[src/rtl/rv_fetch_unit.sv]
// rv_fetch_unit: instruction-fetch front end with a PC generator, a pipelined
// instruction-memory request port and a DEPTH-entry prefetch FIFO.
// Optional: define FETCH_BYPASS_EN so that a response arriving while the FIFO
// is empty goes straight to decode in the same cycle.
module rv_fetch_unit #(
    parameter int              XLEN     = 32,
    parameter int              DEPTH    = 4,
    parameter logic [XLEN-1:0] RESET_PC = '0
) (
    input  logic            clk,
    input  logic            rst,
    output logic            imem_req,
    output logic [XLEN-1:0] imem_addr,
    input  logic            imem_gnt,
    input  logic            imem_rvalid,
    input  logic [31:0]     imem_rdata,
    input  logic            redirect,
    input  logic [XLEN-1:0] redirect_pc,
    output logic            inst_valid,
    input  logic            inst_ready,
    output logic [31:0]     inst,
    output logic [XLEN-1:0] inst_pc,
    output logic [XLEN-1:0] inst_pc4
);

    localparam int              AW      = $clog2(DEPTH);
    localparam int              CW      = AW + 1;
    localparam logic [XLEN-1:0] PC_STEP = XLEN'(4);

    logic [XLEN-1:0] fetch_pc_reg;
    logic [XLEN-1:0] resp_pc_reg;
    logic [CW-1:0]   in_flight_reg;
    logic [CW-1:0]   drop_cnt_reg;
    logic [CW-1:0]   count_reg;
    logic            ignore_reg;     // stray responses from before reset
    logic [AW-1:0]   wr_ptr_reg;
    logic [AW-1:0]   rd_ptr_reg;
    logic [31:0]     hold_inst_reg;  // last instruction shown to decode
    logic [XLEN-1:0] hold_pc_reg;

    logic [31:0]     data_mem [DEPTH];
    logic [XLEN-1:0] pc_mem   [DEPTH];

    logic [CW:0]     credit_sum;
    logic            grant;
    logic            rsp;
    logic            keep;
    logic            bypass;
    logic            push;
    logic            pop;
    logic            fifo_empty;
    logic [XLEN-1:0] redirect_aligned;

    // Credits cover FIFO slots plus outstanding requests, so a kept response
    // always finds room.
    assign credit_sum       = {1'b0, in_flight_reg} + {1'b0, count_reg};
    assign imem_req         = !rst && !redirect && (credit_sum < (CW+1)'(DEPTH));
    assign imem_addr        = rst ? RESET_PC : fetch_pc_reg;
    assign grant            = imem_req && imem_gnt;
    assign rsp              = imem_rvalid && !ignore_reg && !rst;
    assign keep             = rsp && (drop_cnt_reg == '0);
    assign fifo_empty       = (count_reg == '0);
    assign redirect_aligned = redirect_pc & ~XLEN'(3);

`ifdef FETCH_BYPASS_EN
    assign bypass = fifo_empty && keep && inst_ready && !redirect;
`else
    assign bypass = 1'b0;
`endif

    assign push = keep && !redirect && !bypass;
    assign pop  = !fifo_empty && inst_ready && !redirect;

    // Decode-side view: FIFO head, bypassed response, or the held last value.
    always_comb begin
        inst_valid = 1'b0;
        inst       = hold_inst_reg;
        inst_pc    = hold_pc_reg;
        if (rst) begin
            inst    = '0;
            inst_pc = '0;
        end else if (!fifo_empty) begin
            inst_valid = 1'b1;
            inst       = data_mem[rd_ptr_reg];
            inst_pc    = pc_mem[rd_ptr_reg];
        end else if (bypass) begin
            inst_valid = 1'b1;
            inst       = imem_rdata;
            inst_pc    = resp_pc_reg;
        end
    end

    assign inst_pc4 = inst_pc + PC_STEP;

    // FIFO storage write port (no reset needed on the data array).
    always_ff @(posedge clk) begin
        if (push) begin
            data_mem[wr_ptr_reg] <= imem_rdata;
            pc_mem[wr_ptr_reg]   <= resp_pc_reg;
        end
    end

    // PC generator, request/response bookkeeping and FIFO pointers.
    always_ff @(posedge clk) begin
        if (rst) begin
            fetch_pc_reg  <= RESET_PC;
            resp_pc_reg   <= RESET_PC;
            in_flight_reg <= '0;
            drop_cnt_reg  <= '0;
            count_reg     <= '0;
            ignore_reg    <= 1'b1;
            wr_ptr_reg    <= '0;
            rd_ptr_reg    <= '0;
            hold_inst_reg <= '0;
            hold_pc_reg   <= '0;
        end else if (redirect) begin
            // Everything still in flight belongs to the old stream.
            fetch_pc_reg  <= redirect_aligned;
            resp_pc_reg   <= redirect_aligned;
            in_flight_reg <= in_flight_reg - CW'(rsp);
            drop_cnt_reg  <= in_flight_reg - CW'(rsp);
            count_reg     <= '0;
            wr_ptr_reg    <= '0;
            rd_ptr_reg    <= '0;
            if (!fifo_empty) begin
                hold_inst_reg <= data_mem[rd_ptr_reg];
                hold_pc_reg   <= pc_mem[rd_ptr_reg];
            end
        end else begin
            if (grant) begin
                fetch_pc_reg <= fetch_pc_reg + PC_STEP;
                ignore_reg   <= 1'b0;
            end
            in_flight_reg <= in_flight_reg + CW'(grant) - CW'(rsp);
            if (rsp) begin
                if (drop_cnt_reg != '0) begin
                    drop_cnt_reg <= drop_cnt_reg - CW'(1);
                end else begin
                    resp_pc_reg <= resp_pc_reg + PC_STEP;
                end
            end
            if (push) begin
                wr_ptr_reg <= wr_ptr_reg + AW'(1);
            end
            if (pop) begin
                rd_ptr_reg    <= rd_ptr_reg + AW'(1);
                hold_inst_reg <= data_mem[rd_ptr_reg];
                hold_pc_reg   <= pc_mem[rd_ptr_reg];
            end else if (bypass) begin
                hold_inst_reg <= imem_rdata;
                hold_pc_reg   <= resp_pc_reg;
            end
            count_reg <= count_reg + CW'(push) - CW'(pop);
        end
    end

endmodule

[config.mk]
export PLATFORM = sky130hd
export DESIGN_NAME = rv_fetch_unit
export DESIGN_NICKNAME = d
export VERILOG_FILES = /design/src/rtl/rv_fetch_unit.sv
export SDC_FILE = /design/constraint.sdc
export NUM_CORES = 1
export LEC_CHECK = 0
export CAP_MARGIN = 20
export CELL_PAD_IN_SITES_DETAIL_PLACEMENT = 0
export CELL_PAD_IN_SITES_GLOBAL_PLACEMENT = 1
export CORE_UTILIZATION = 50
export CTS_BUF_LIST = sky130_fd_sc_hd__clkbuf_4
export DETAILED_ROUTE_END_ITERATION = 7
export HOLD_SLACK_MARGIN = 0.03
export PLACE_DENSITY = 0.86
export SYNTH_ARGS = -nofsm -noshare
export SYNTH_HDL_FRONTEND = slang
export SYNTH_SLANG_ARGS = --single-unit
[constraint.sdc]
create_clock -name clk -period 8.3 [get_ports clk]
set_clock_uncertainty 0.05 [all_clocks]
set_input_delay 1.245 -clock clk [delete_from_list [all_inputs] [get_ports clk]]
set_output_delay 1.245 -clock clk [all_outputs]
set_load 0.01 [all_outputs]
* Word-level counts from Yosys, hierarchy flattened
Memories as Yosys holds them, arrays and structs flattened. A register that Yosys moved wholly into a read port is not among the register bits.
Index checks and enable logic that the tools add are counted.
** Storage, ports and cells
- Bits in registers :: 142
- RAM bits :: 256
- Input port bits :: 70
- Output and inout port bits :: 130
- Logic and storage cells :: 81
- Memories kept :: 2
** Operators by class
- Add/sub/neg operators :: 12
- Order comparisons :: 1
- Equality and inequality tests :: 1
- Muxes and demuxes :: 26
- Bitwise operators :: 2
- Reduce and logical (&&, ||, !) cells :: 25
** Memory list
- data_mem :: words 4, width 32, rd ports 1, clocked after memory_dff 1, write ports 1, RTL line 41 : logic [31:0] data_mem [DEPTH];
- pc_mem :: words 4, width 32, rd ports 1, clocked after memory_dff 1, write ports 1, RTL line 42 : logic [XLEN-1:0] pc_mem [DEPTH];
** Operators with widths (number)
- 32-bit two-way mux :: 14
- 32-bit by 3-bit adder with 32-bit output (second input constant) :: 3
- 3-bit two-way mux :: 4
- 1-bit logical AND :: 9
- 3-bit by 1-bit subtractor with 3-bit output :: 3
- 2-bit two-way mux :: 4
- 2-bit AND reduction :: 4
- 2-bit nonzero test :: 4
- 3-bit by 1-bit adder with 3-bit output :: 2
- 3-bit zero test :: 2
- 2-bit by 1-bit adder with 2-bit output (second input constant) :: 2
- 3-bit by 3-bit adder with 4-bit output :: 1
- 1-bit zero test :: 4
- 4-bit by 3-bit < comparator with 1-bit output (second input constant) :: 1
- 1-bit two-way mux :: 4
- 3-bit nonzero test :: 1
- 3-bit by 1-bit subtractor with 3-bit output (second input constant) :: 1
- 2-bit inequality test (second input constant) :: 1
- 1-bit inverter :: 2
- 2-bit OR reduction :: 1

* Depth between registers and ports, before layout
- Word-level depth :: 7
- Depth in mapped cells :: 15

* Worst setup path after synthesis
OpenSTA, ideal clock, no wires.
- Path kind :: input to output
- From :: input port rst
- To :: output port inst_pc4[16]
- Arrival time :: 3890 ps
- Data required time :: 7005 ps
- Path slack :: 3115 ps
- Stages :: 12
- Path buffers :: 4
- Cell sequence :: buf_2 -> clkbuf_1 -> clkbuf_1 -> buf_1 -> a21oi_1 -> ha_1 -> o31a_1 -> o2bb2a_4 -> a221oi_4 -> nand3_1 -> a211oi_1 -> mux2_2
** Between the ends
- Word-level cells in the longest chain between the ends :: 2
** Ends and longest elaborated chain
- start, declared :: RTL line 11 : input logic rst,
- 32-bit two-way mux :: RTL line 79 : if (rst) begin
- net inst_pc[3] :: RTL line 22 : output logic [XLEN-1:0] inst_pc,
- 32-bit by 3-bit adder with 32-bit output :: RTL line 93 : assign inst_pc4 = inst_pc + PC_STEP;
- end, declared :: RTL line 23 : output logic [XLEN-1:0] inst_pc4
The timed path passes the listed nets, and every way through them passes these cells.

==> out/qor.txt <==
Gr ovfl total - 0
CP required - 7.01 ns
EDFF count, synth - 248
IO Pins - 200
Commonest non-fill, non-tap cells in the layout - nand2_1, edfxtp_1, clkdlybuf4s50_1
Crit Path Max Fanout - 48
Max Cap Viol - 0
Endpoint of the worst hold path - hold_pc_reg[0]
Register area share after synthesis - 58.9%
Final worst-path cycle share - 74.2%
Pin count of the biggest net entering global routing - 106
R2R Path End - pc_mem[0][20]
Max reg flops - 128
Ys Warns - 0
Die area - 0.0356 sq mm
Worst path arrival time - 4.87 ns
Min Tclk post-route - 6.16 ns
Nature of the critical path startpoint - flip-flop
Tightest Hold Check Type - reg2reg
Fin Setup TNS - 0 ns
H-Tree Depth - 3
Critical Path End Type - output pin
GPL Wtd Cong - 0.802
Status - completed
Fraction of layout cells with a size suffix above 1 - 13.3%
First-pass GRT wire length - 64300 microns
Synthesized area - 0.0174 sq mm
Pre-antenna DRT Iters - 5
Post-CTS sizing - 0
Fin nets - 1814
Initial Utilization - 51.4%
Reg2Reg Launch Point - drop_cnt_reg[0]
Worst skew pair latency - 0.74 ns
Least-Margin Pin Slew - 1.01 ns
Post-CTS Hold Fix Bufs - 0
Max-slew violations - 0
Chip width - 189 microns
Final hold viol count - 0
Biggest regs - data_mem: 128 flops, pc_mem: 120 flops
Hold Path Origin - hold_pc_reg[0]
Leakage power - 6.92 nW
Clk root buf - clkbuf_4
Clock transition at path regs - 0.06 ns
Synth Register Bits - 388
Placed wire-length estimate - 25000 microns
# port buffers - 195
Max-slew headroom - 32.7%
Hold Crit Depth - 2
CTS Sinks - 388
Top FF cell, synth - edfxtp_1
DR WL/cell - 18.0 microns
Final hold slack - 0.396 ns
Synth-to-Final Area Change - 19.8%
Cells after synthesis - 1514
Library cells used by synthesis - 64
RSZ-0062 raised after global routing - no
CTS tree - yes
Avg Cell Area, Syn - 11.5 sq um
DRC viols - 0
Initial antenna violation count - 1
Crit path kind - reg2out
Async S/R FF share, synth - 0%
CTS Buf Count - 93
Maximum clock rate - 162 MHz
PwrDens - 182 mW/mm^2
Vias after detailed routing - 12400
Setup violations, final - 0
Site Rows - 67
Worst reg2reg setup slack - 4.87 ns
Post-route ant nets - 0
Post-CTS setup buffer count - 0
Drt initial violations - 802
Total Wirelength - 40600 microns
Total GRT Usage - 22.9%
Top reg by flops - data_mem
Vias in the first global route - 12200
Leading cell type in the layout, fill and taps excluded - nand2_1
Overall die height - 189 microns
Worst Reg2Reg Path Length in Cells - 7
Worst vdd ir - 0.0853 mV
Clock tree buffer depth - 3
Vias/cell - 5.52
Core Area - 0.0339 sq mm
==> synthesized netlist by cell type, types with 28 or more instances <==
master,instances,area share (%)
nand2_1,323,7.0
dfxtp_1,140,16
clkbuf_1,62,1.3
nor2_1,72,1.6
xor2_1,28,1.4
nor2b_1,32,1.2
xnor2_1,34,1.7
nand3_1,56,1.6
edfxtp_1,248,43
a21oi_1,161,4.6
mux4_2,48,6.2
o21ai_0,28,0.81
==> logic make-up after synthesis <==
family                     after synthesis  synth area share (%)
xor gates and xnor gates                62                  3.12
adders and majority gates               19                  1.45
muxes                                   84                  9.64
and+or+nand+nor                        597                  15.9
DFF                                    388                  58.9
AOI/OAI and AO/OA                      241                  7.99
buffers and inverters                  122                  3.03
other                                    1                0.0215
==> critical path, stage by stage (launching register included) <==
cell and delay, ns:
dfxtp_4 0.52, buf_4 0.83, mux4_1 0.61, nand4_1 0.20, a221oi_2 0.56, and4_1 0.52
nand4_1 0.17, xnor2_1 0.18, clkdlybuf4s50_1 0.56
==> metal layers <==
metal  track usage, %  share of wire [%]  up-vias
li1                 -                  -     5979
met2             36.4                 47      413
met5                0                  0        -
met4             8.56                1.7        0
met3             3.99                6.2       44
met1             31.7                 45     6009
==> power breakdown <==
group	leakage, nW	switching, mW	internal, mW
clock network	0.713	0.742	0.781
registers	3.39	0.0341	2.07
logic	2.81	0.0915	0.0762
==> worst max-delay path by stage <==
stage	from	to	depth (start not counted)
floorplan	rst	inst_pc4[16]	12
CTS	flip-flop	inst_pc4[31]	8
detailed placement	rst	inst_pc4[30]	8
finish	flip-flop	inst_pc4[31]	8
global placement	rst	inst_pc4[30]	8
global route	flip-flop	inst_pc4[27]	8
==> metrics by stage <==
| stage | cell area, sq um | power [mW] | std cells | utilization [%] | worst slack, ns |
|---|---|---|---|---|---|
| 6_report | 20800 | 3.80 | 2253 | 61.5 | 2.14 |
| 5_1_grt | 20800 | 3.95 | 2253 | 61.5 | 1.78 |
| 4_1_cts | 20800 | 3.83 | 2251 | 61.5 | 1.99 |
| 3_5_place_dp | 19600 | 2.31 | 2078 | 58.0 | 2.61 |
| 3_3_place_gp | 19600 | 2.31 | 2078 | 58.0 | 2.65 |
| 2_1_floorplan | 17400 | 2.22 | 1515 | - | 3.11 |
==> layout make-up <==
type | count | area, sq um
fillers | 2760 | 13000
flip-flops and latches | 388 | 10300
multi-input cells | 1005 | 6660
repair buffers | 212 | 2080
clock buffers | 134 | 1010
well taps | 448 | 561
clock inverters | 39 | 188
inverters | 25 | 93.8
diodes | 2 | 5.00
Power figures use the tool's default switching activity.
